**config.mk**
```make
export PLATFORM = sky130hd
export DESIGN_NAME = jedro_1_lsu_ctrl
export DESIGN_NICKNAME = d
export VERILOG_FILES = /design/src/rtl/jedro_1_lsu_ctrl.sv
export SDC_FILE = /design/constraint.sdc
export NUM_CORES = 1
export LEC_CHECK = 0
export BUFFER_PORTS_ARGS = -buffer_cell sky130_fd_sc_hd__buf_4
export CORE_MARGIN = 5
export CORE_UTILIZATION = 35
export CTS_CLUSTER_DIAMETER = 40
export DETAILED_ROUTE_END_ITERATION = 7
export GPL_TIMING_DRIVEN = 0
export SLEW_MARGIN = 40
export SYNTH_ARGS = -nofsm -noshare
export SYNTH_HDL_FRONTEND = slang
export SYNTH_SLANG_ARGS = --single-unit
```
**constraint.sdc**
```tcl
create_clock -name clk_i -period 3.9 [get_ports clk_i]
set_input_delay 0.195 -clock clk_i [delete_from_list [all_inputs] [get_ports clk_i]]
set_output_delay 0.195 -clock clk_i [all_outputs]
set_load 0.01 [all_outputs]
```
**src/rtl/jedro_1_lsu_ctrl.sv**
```systemverilog
// Load/store sequencer: legality/alignment check, req/gnt/rvalid bus handshake,
// byte-lane steering for stores and alignment/extension of load data.
module jedro_1_lsu_ctrl #(
    parameter int DATA_WIDTH     = 32,
    parameter int ADDR_WIDTH     = 32,
    parameter int REG_ADDR_WIDTH = 5
) (
    input  logic                      clk_i,
    input  logic                      rst_i,
    input  logic                      ctrl_valid_i,
    input  logic [3:0]                ctrl_i,
    input  logic [REG_ADDR_WIDTH-1:0] regdest_i,
    input  logic [ADDR_WIDTH-1:0]     addr_i,
    input  logic [DATA_WIDTH-1:0]     wdata_i,
    output logic                      ready_o,
    output logic                      exc_o,
    output logic [ADDR_WIDTH-1:0]     exc_addr_o,
    output logic                      data_req_o,
    input  logic                      data_gnt_i,
    output logic [ADDR_WIDTH-1:0]     data_addr_o,
    output logic                      data_we_o,
    output logic [3:0]                data_be_o,
    output logic [DATA_WIDTH-1:0]     data_wdata_o,
    input  logic                      data_rvalid_i,
    input  logic [DATA_WIDTH-1:0]     data_rdata_i,
    output logic                      wb_valid_o,
    output logic [REG_ADDR_WIDTH-1:0] wb_addr_o,
    output logic [DATA_WIDTH-1:0]     wb_data_o
);

    typedef enum logic [1:0] {S_IDLE, S_REQ, S_WAIT} state_t;

    state_t state, state_nxt;

    logic                      is_store;
    logic [2:0]                funct3;
    logic                      legal;
    logic                      misalign;
    logic                      fault;
    logic                      accept;
    logic [3:0]                be_new;
    logic [DATA_WIDTH-1:0]     wdata_new;

    logic                      op_store;
    logic [2:0]                op_funct3;
    logic [1:0]                op_off;
    logic [REG_ADDR_WIDTH-1:0] op_rd;

    logic [7:0]                byte_sel;
    logic [15:0]               half_sel;
    logic [DATA_WIDTH-1:0]     load_data;

    assign is_store = ctrl_i[3];
    assign funct3   = ctrl_i[2:0];
    assign ready_o  = (state == S_IDLE);

    always_comb begin
        legal = 1'b0;
        if (is_store) legal = (funct3 == 3'b000) || (funct3 == 3'b001) || (funct3 == 3'b010);
        else          legal = (funct3 == 3'b000) || (funct3 == 3'b001) || (funct3 == 3'b010) ||
                              (funct3 == 3'b100) || (funct3 == 3'b101);
    end

    // funct3[1:0] encodes the access size for both loads and stores
    always_comb begin
        misalign = 1'b0;
        case (funct3[1:0])
            2'b01:   misalign = addr_i[0];
            2'b10:   misalign = |addr_i[1:0];
            default: misalign = 1'b0;
        endcase
    end

    assign fault  = !legal || misalign;
    assign accept = (state == S_IDLE) && ctrl_valid_i && !fault;

    always_comb begin
        be_new    = 4'b1111;
        wdata_new = '0;
        if (is_store) begin
            case (funct3[1:0])
                2'b00: begin
                    be_new    = 4'b0001 << addr_i[1:0];
                    wdata_new = {4{wdata_i[7:0]}};
                end
                2'b01: begin
                    be_new    = addr_i[1] ? 4'b1100 : 4'b0011;
                    wdata_new = {2{wdata_i[15:0]}};
                end
                default: begin
                    be_new    = 4'b1111;
                    wdata_new = wdata_i;
                end
            endcase
        end
    end

    assign byte_sel = data_rdata_i[8*op_off +: 8];
    assign half_sel = data_rdata_i[16*op_off[1] +: 16];

    // funct3[2] set means unsigned (LBU/LHU)
    always_comb begin
        case (op_funct3[1:0])
            2'b00:   load_data = {{(DATA_WIDTH-8){byte_sel[7] & ~op_funct3[2]}}, byte_sel};
            2'b01:   load_data = {{(DATA_WIDTH-16){half_sel[15] & ~op_funct3[2]}}, half_sel};
            default: load_data = data_rdata_i;
        endcase
    end

    always_comb begin
        state_nxt = state;
        case (state)
            S_IDLE:  if (accept)        state_nxt = S_REQ;
            S_REQ:   if (data_gnt_i)    state_nxt = S_WAIT;
            S_WAIT:  if (data_rvalid_i) state_nxt = S_IDLE;
            default:                    state_nxt = S_IDLE;
        endcase
    end

    always_ff @(posedge clk_i or posedge rst_i) begin
        if (rst_i) state <= S_IDLE;
        else       state <= state_nxt;
    end

    always_ff @(posedge clk_i or posedge rst_i) begin
        if (rst_i) begin
            exc_o        <= 1'b0;
            exc_addr_o   <= '0;
            data_req_o   <= 1'b0;
            data_addr_o  <= '0;
            data_we_o    <= 1'b0;
            data_be_o    <= '0;
            data_wdata_o <= '0;
            wb_valid_o   <= 1'b0;
            wb_addr_o    <= '0;
            wb_data_o    <= '0;
            op_store     <= 1'b0;
            op_funct3    <= '0;
            op_off       <= '0;
            op_rd        <= '0;
        end else begin
            exc_o      <= (state == S_IDLE) && ctrl_valid_i && fault;
            wb_valid_o <= 1'b0;
            if ((state == S_IDLE) && ctrl_valid_i && fault) exc_addr_o <= addr_i;
            if (accept) begin
                data_req_o   <= 1'b1;
                data_addr_o  <= {addr_i[ADDR_WIDTH-1:2], 2'b00};
                data_we_o    <= is_store;
                data_be_o    <= be_new;
                data_wdata_o <= wdata_new;
                op_store     <= is_store;
                op_funct3    <= funct3;
                op_off       <= addr_i[1:0];
                op_rd        <= regdest_i;
            end
            if ((state == S_REQ) && data_gnt_i) data_req_o <= 1'b0;
            // loads to x0 complete on the bus but never write back
            if ((state == S_WAIT) && data_rvalid_i && !op_store && (op_rd != '0)) begin
                wb_valid_o <= 1'b1;
                wb_addr_o  <= op_rd;
                wb_data_o  <= load_data;
            end
        end
    end

endmodule
```
==> summary.md, run 1 <==
| Metric | Value |
|---|---|
| Outcome | `finished, final reports clean` |
| Syn_area_per_cell | `11.7 um2` |
| Design area | `10000 um2` |
| DRT Wirelength | `21000 um` |
| Hold Crit Class | `input port to flop` |
| Final Max Slew Viols | `0` |
| Die Footprint | `22100 um2` |
| Starting density of the core | `35.7%` |
| Clk root buf | `clkbuf_16` |
| Fin crit period | `2250 ps` |
| Commonest cells post-synth | `dfrtp_1 (151), mux2_2 (90), nor2_1 (68), nand2_1 (61), a21oi_1 (26)` |
| Fill cell total of the finished layout | `1693` |
| First-pass GRT wire length | `33400 um` |
| CTS H-Tree Depth | `4` |
| CP arrival | `2540 ps` |
| Top cells by area, synth | `dfrtp_1 (56%), mux2_2 (15%), nor2_1 (3.8%), nand2_1 (3.4%), mux2i_1 (2.8%)` |
| GR peak layer | `met2` |
| Family with the most delay on the worst path | `compound AO/OA/AOI/OAI gates` |
| Cells after synthesis | `577` |
| Vias/cell | `4.70` |
| Headroom to the max-slew limit | `51.3%` |
| Clk_skew | `8.34 ps` |
| GRT Util Overall | `19.2%` |
| Worst Tran Pin Value | `730 ps` |
| Initial antenna violation count | `0` |
| CTS tree | `yes` |
| Critical Path Source Type | `flop` |
| Final Util | `53.3%` |
| Core Area | `18800 um2` |
| Final Hold Fails | `0` |
| Postcts setup bufs | `0` |
| GPL Wtd Cong | `0.860` |
| Yosys reg bits | `151` |
| CP max-delay cell | `a21oi_1` |
| Post-synth EDFFs | `0` |
| Vias | `5456` |
| Required @ worst endpoint | `4190 ps` |
| Boundary pin count | `252` |
| Pint | `4790 uW` |
| Maximum clock rate | `443 MHz` |
| Clock Latency Late Sink | `420 ps` |
| Layout cells sized above 1 | `46.4%` |
| Top-count cell post-synth | `dfrtp_1` |
| Net Sw Frac | `33.1%` |
| Top cell type's share of synthesized area | `56.2%` |
| TritonCTS Buffers | `17` |
| Largest net degree at the start of global routing | `25` |
| Setup crit end kind | `flop` |
| # port buffers | `249` |
| Ys Warns | `0` |
| WP buf/inv | `2` |
| Sw power | `2370 uW` |
| DR iter-0 viols | `226` |
| Post-route ant nets | `0` |
| Row cnt | `50` |
| Cell area after synthesis | `6730 um2` |
| Register area share after synthesis | `56.2%` |
| Die extent in x | `149 um` |
| Clock group share of total power | `23.7%` |
| Setup_tns | `0 ps` |
| CTS clk-pin slew, worst paths | `60 ps` |
| Per-cell routed wire length | `18.1 um` |
| Peak VDD IR | `418 uV` |
| Cell Chain, Critical Path | `buf_2 > mux2i_1 > o22ai_1 > a21oi_1 > buf_2 > a21oi_1` |
| Drt pass-1 iters | `4` |
| Clock sink count | `151` |
| HPWL after DPL | `16000 um` |
| Max clock buf depth | `2` |
| P per Cell Area | `713 nW/um2` |
| Hold WS | `23.9 ps` |
| Die height | `149 um` |
| Placed cell area | `9100 um2` |
| Async S/R FF share, synth | `100%` |
| CP Max Fanout | `10` |
| Met1 Use GR | `25.2%` |
| Combinational power share | `39.4%` |
| Area delta synth->final | `49.2%` |
| Area leader, netlist | `dfrtp_1` |
| Leak Pwr | `0.00476 uW` |
| Top_reg_cell synth | `dfrtp_1` |
| Remaining design rule violation count | `0` |
| Final period util | `57.8%` |
| Final Setup Violations | `0` |
| Vias in the first global route | `5889` |
| Delay of the slowest critical-path stage | `610 ps` |
| WS Path Type | `flop to flop` |
| Distinct cells, synth | `43` |
| Ant. Diodes | `0` |
| Global-route track usage on met3 | `5.85%` |
| Met2 Use GR | `30.1%` |
| Part of the power in registers | `36.9%` |
| Max Cap Violations | `0` |
| # nets final | `1000` |
| RSZ-0062 raised after global routing | `false` |
| Overflow after GRT | `0` |
per-layer routing:
| metal | part of all wire (%) | vias to the layer above |
|---|---|---|
| li1 | - | 2606 |
| met1 | 43 | 2646 |
| met3 | 7.5 | 18 |
| met4 | 1.5 | 0 |
| met2 | 48 | 186 |
| met5 | 0 | - |
worst reg2reg max path: cells and delay by family (launching register included):
kind	cells	cell delay, ps
compound gates	3	830
mux	1	280
flops	1	370
buf+inv	2	650
flip-flops by register name, indices dropped and copies added (netlist names):
signal        flops
state             2
data_addr_o      30
data_be_o         4
op_store          1
data_req_o        1
wb_data_o        32
wb_valid_o        1
op_rd             5
op_funct3         3
op_off            2
exc_addr_o       32
wb_addr_o         5
exc_o             1
data_wdata_o     32
power groups by stage:
stage                     clock network (uW)  registers (uW)  logic, uW
final                                   1700            2640       2830
after global routing                    1810            2740       3070
after CTS                               1740            2640       2880
after detailed placement                   0            2660       2850
after global placement                     0            2640       2800
after floorplan                            0            2910       1070
metrics by stage:
| step | total power [uW] | instances | setup WS, ps |
|---|---|---|---|
| final | 7160 | 1160 | 1650 |
| after global routing | 7620 | 1160 | 1430 |
| after CTS | 7260 | 1159 | 1640 |
| after detailed placement | 5500 | 1094 | 1510 |
| after global placement | 5440 | 1087 | 660 |
| after floorplan | 3980 | 578 | 1800 |
final cells by class:
cell class | count | area, um2 | share of cell area (%)
flip-flops and latches | 151 | 3780 | 37.6
plain buffers | 36 | 210 | 2.09
well taps | 260 | 325 | 3.24
inverters | 15 | 60.1 | 0.598
clock inverters | 14 | 173 | 1.72
repair buffers | 290 | 2370 | 23.6
multi-input cells | 376 | 2690 | 26.8
clock buffers | 18 | 429 | 4.27
final timing paths:
check | startpoint | endpoint | slack [ps] | depth (start not counted)
max in group asynchronous | rst_i | op_rd[2]$_DFFE_PP0P_ | 2750 | 6
hold reg to reg | wb_data_o[1]$_DFFE_PP0P_ | wb_data_o[1]$_DFFE_PP0P_ | 490 | 2
setup reg to reg | op_off[1]$_DFFE_PP0P_ | wb_data_o[20]$_DFFE_PP0P_ | 1650 | 6
min in group asynchronous | rst_i | exc_addr_o[7]$_DFFE_PP0P_ | 340 | 3
hold / removal | addr_i[9] | data_addr_o[9]$_DFFE_PP0P_ | 20 | 2
setup / recovery | op_off[1]$_DFFE_PP0P_ | wb_data_o[20]$_DFFE_PP0P_ | 1650 | 6
what timing repair did:
action,in CTS,in global routing
gates resized for setup,0,0
hold buffers,33,1
hold endpoints to repair,59,1
logic make-up after synthesis:
logic type / count (synthesis) / share of synthesized area (%)
other: 1 / 0.0557
AOI/OAI and AO/OA: 91 / 8.81
DFF: 151 / 56.2
and+or+nand+nor: 162 / 10.6
buffers and inverters: 51 / 3.96
adders and majority gates: 3 / 0.558
muxes: 118 / 19.9
layout by cell type (no fill, tap or decap), types with 2 or more instances in the layout:
cell type / netlist / routed
ha_1: 3 / 3
mux2_4: 9 / 9
bufinv_16: 0 / 3
nand2b_1: 11 / 11
buf_2: 9 / 9
conb_1: 1 / 2
o211ai_1: 4 / 4
inv_6: 0 / 4
buf_6: 3 / 3
inv_1: 14 / 13
dfrtp_1: 151 / 151
o21ai_0: 25 / 25
clkinv_4: 0 / 2
a21boi_0: 8 / 8
dlygate4sd3_1: 0 / 34
buf_1: 2 / 2
buf_4: 8 / 257
clkbuf_1: 13 / 14
nor3_2: 1 / 2
a22o_1: 11 / 11
nor2b_1: 2 / 2
clkinv_2: 0 / 3
nor2_1: 68 / 68
mux2i_1: 19 / 19
a21oi_1: 26 / 26
buf_16: 0 / 3
clkinvlp_4: 0 / 3
nand3b_1: 2 / 2
clkbuf_16: 0 / 17
o22ai_1: 2 / 2
a221oi_1: 8 / 8
or3_1: 8 / 8
nand2_1: 61 / 61
mux2_2: 90 / 90
buf_12: 0 / 4
Power figures use the tool's default switching activity.
==> run 2: changes to the inputs <==
- clock period: 3.9 -> 2 ns (I/O delays scaled with it)
==> summary.md, run 2 (synthesized netlist as in run 1, its figures left out) <==
| Metric | Value |
|---|---|
| Peak VDD IR | `752 uV (was 418 uV)` |
| GR peak layer | `met2 (unchanged)` |
| Final Hold Fails | `0 (unchanged)` |
| Core Area | `18800 um2 (unchanged)` |
| CTS clk-pin slew, worst paths | `60 ps (about the same)` |
| Maximum clock rate | `536 MHz (was 443 MHz)` |
| First-pass GRT wire length | `34500 um (was 33400 um)` |
| Final Util | `56.0% (was 53.3%)` |
| Clock Latency Late Sink | `420 ps (about the same)` |
| Most frequent cells in the layout | `buf_4 (259), dfrtp_1 (151), mux2_2 (90) (was buf_4 (257), dfrtp_1 (151), mux2_2 (90))` |
| Met1 Use GR | `25.8% (was 25.2%)` |
| Register area | `3780 um2 (unchanged)` |
| Vias/cell | `4.66 (was 4.70)` |
| Largest net degree at the start of global routing | `25 (unchanged)` |
| Starting density of the core | `35.7% (unchanged)` |
| Vias | `5632 (was 5456)` |
| Global-route track usage on met3 | `5.48% (was 5.85%)` |
| Vias in the first global route | `6139 (was 5889)` |
| Ant. Diodes | `0 (unchanged)` |
| # nets final | `1048 (was 1000)` |
| Area delta synth->final | `56.8% (was 49.2%)` |
| Outcome | `finished, final reports clean (unchanged)` |
| Cells after DPL | `1094 (unchanged)` |
| GRT Util Overall | `19.7% (was 19.2%)` |
| Layout cells sized above 1 | `44.8% (was 46.4%)` |
| Area occupied by multi-input gates | `2720 um2 (was 2690 um2)` |
| Critical Path Source Type | `flop (unchanged)` |
| Met2 Use GR | `31.6% (was 30.1%)` |
| Initial antenna violation count | `0 (unchanged)` |
| Row cnt | `50 (unchanged)` |
| Largest regs | `data_wdata_o: 32 flops, exc_addr_o: 32 flops, wb_data_o: 32 flops (unchanged)` |
| Max Cap Violations | `0 (unchanged)` |
| Max clock buf depth | `2 (unchanged)` |
| Worst Tran Pin Value | `574 ps (was 730 ps)` |
| Fin crit period | `1870 ps (was 2250 ps)` |
| Drt pass-1 iters | `4 (unchanged)` |
| Most common cell after layout, fill and taps aside | `buf_4 (unchanged)` |
| GPL Wtd Cong | `0.860 (unchanged)` |
| Clk root buf | `clkbuf_16 (unchanged)` |
| Finished Layout Cells | `1208 (was 1160)` |
| CP Max Fanout | `10 (unchanged)` |
| CP arrival | `2180 ps (was 2540 ps)` |
| Fill cell total of the finished layout | `1636 (was 1693)` |
| WS Path Type | `flop to flop (unchanged)` |
| RSZ-0062 raised after global routing | `false (unchanged)` |
| P per Cell Area | `1340 nW/um2 (was 713 nW/um2)` |
| Post-route ant nets | `0 (unchanged)` |
| Clock sink count | `151 (unchanged)` |
| Leak Pwr | `0.00498 uW (was 0.00476 uW)` |
| Hold WS | `23.1 ps (was 23.9 ps)` |
| Die extent in x | `149 um (unchanged)` |
| Final period util | `93.3% (was 57.8%)` |
| Clk_skew | `7.29 ps (was 8.34 ps)` |
| HPWL after DPL | `16000 um (unchanged)` |
| Remaining design rule violation count | `0 (unchanged)` |
| Die height | `149 um (unchanged)` |
| Overflow after GRT | `0 (unchanged)` |
| DRT Wirelength | `21400 um (was 21000 um)` |
| Die Footprint | `22100 um2 (unchanged)` |
| TritonCTS Buffers | `17 (unchanged)` |
| Boundary pin count | `252 (unchanged)` |
| Setup_tns | `0 ps (unchanged)` |
| DR iter-0 viols | `197 (was 226)` |
| # port buffers | `249 (unchanged)` |
| Setup crit end kind | `flop (unchanged)` |
| Required @ worst endpoint | `2320 ps (was 4190 ps)` |
| Hold Crit Class | `input port to flop (unchanged)` |
| Final Setup Violations | `0 (unchanged)` |
| Final Max Slew Viols | `0 (unchanged)` |
| CTS H-Tree Depth | `4 (unchanged)` |
| Post-layout power | `14100 uW (was 7160 uW)` |
| CTS tree | `yes (unchanged)` |
| Headroom to the max-slew limit | `61.7% (was 51.3%)` |
| Per-cell routed wire length | `17.7 um (was 18.1 um)` |
[run 2: cell count changes in the layout (fill, tap and decap cells not counted), sizes merged]
cell	delta
clkbuf	+2
dlygate4sd3	+46
[run 2: repair_timing]
| item | 4_1_cts | 5_1_grt |
|---|---|---|
| hold buffers | 80 | 0 |
| setup endpoints to repair | 10 | 25 |
| pin swaps | 0 | 2 |
| gates resized for setup | 2 | 9 |
| buffers inserted | 0 | 2 |
| hold endpoints to repair | 150 | 0 |
[run 2: through the flow]
| step | instance area (um2) | worst slack (ps) |
|---|---|---|
| global route | 10600 | 9.29 |
| finish | 10600 | 135 |
| floorplan | 6740 | -2.96 |
| global placement | 8930 | -1140 |
| detailed placement | 9100 | -295 |
| CTS | 10500 | 29.0 |
[run 2: metal layers]
layer | up-vias | part of all wire, %
met5 | - | 0
met4 | 0 | 2.2
met3 | 33 | 7.4
met2 | 195 | 47
met1 | 2699 | 43
li1 | 2705 | -
[run 2: where the power goes]
part | leakage [uW] | switching [uW] | internal, uW
logic | 0.00287 | 2590 | 3070
registers | 0.00182 | 776 | 4380
clock network | 0.000291 | 1330 | 1980
[run 2: worst paths after layout]
kind | startpoint | endpoint | slack [ps] | cells past startpoint
setup / recovery | op_rd[1]$_DFFE_PP0P_ | wb_data_o[10]$_DFFE_PP0P_ | 130 | 5
hold / removal | data_rdata_i[2] | wb_data_o[2]$_DFFE_PP0P_ | 20 | 3
setup reg to reg | op_rd[1]$_DFFE_PP0P_ | wb_data_o[10]$_DFFE_PP0P_ | 130 | 5
hold reg to reg | wb_data_o[1]$_DFFE_PP0P_ | wb_data_o[1]$_DFFE_PP0P_ | 490 | 2
max in group asynchronous | rst_i | wb_data_o[0]$_DFFE_PP0P_ | 950 | 6
min in group asynchronous | rst_i | exc_addr_o[7]$_DFFE_PP0P_ | 230 | 3
[run 2: area by class of cell]
class,count,share of cell area [%]
clock buffer,18,4.07
sequential,151,35.8
tap,260,3.08
timing repair buffer,338,27.0
multi-input combinational,376,25.8
buffer,36,2.06
clock inverter,14,1.64
inverter,15,0.569
[run 2: critical path, cell delays in order, from the launching register on]
cell and delay (ps):
dfrtp_1 410, or4_4 550, o21ai_4 210, inv_2 90
buf_2 210, a221oi_1 290
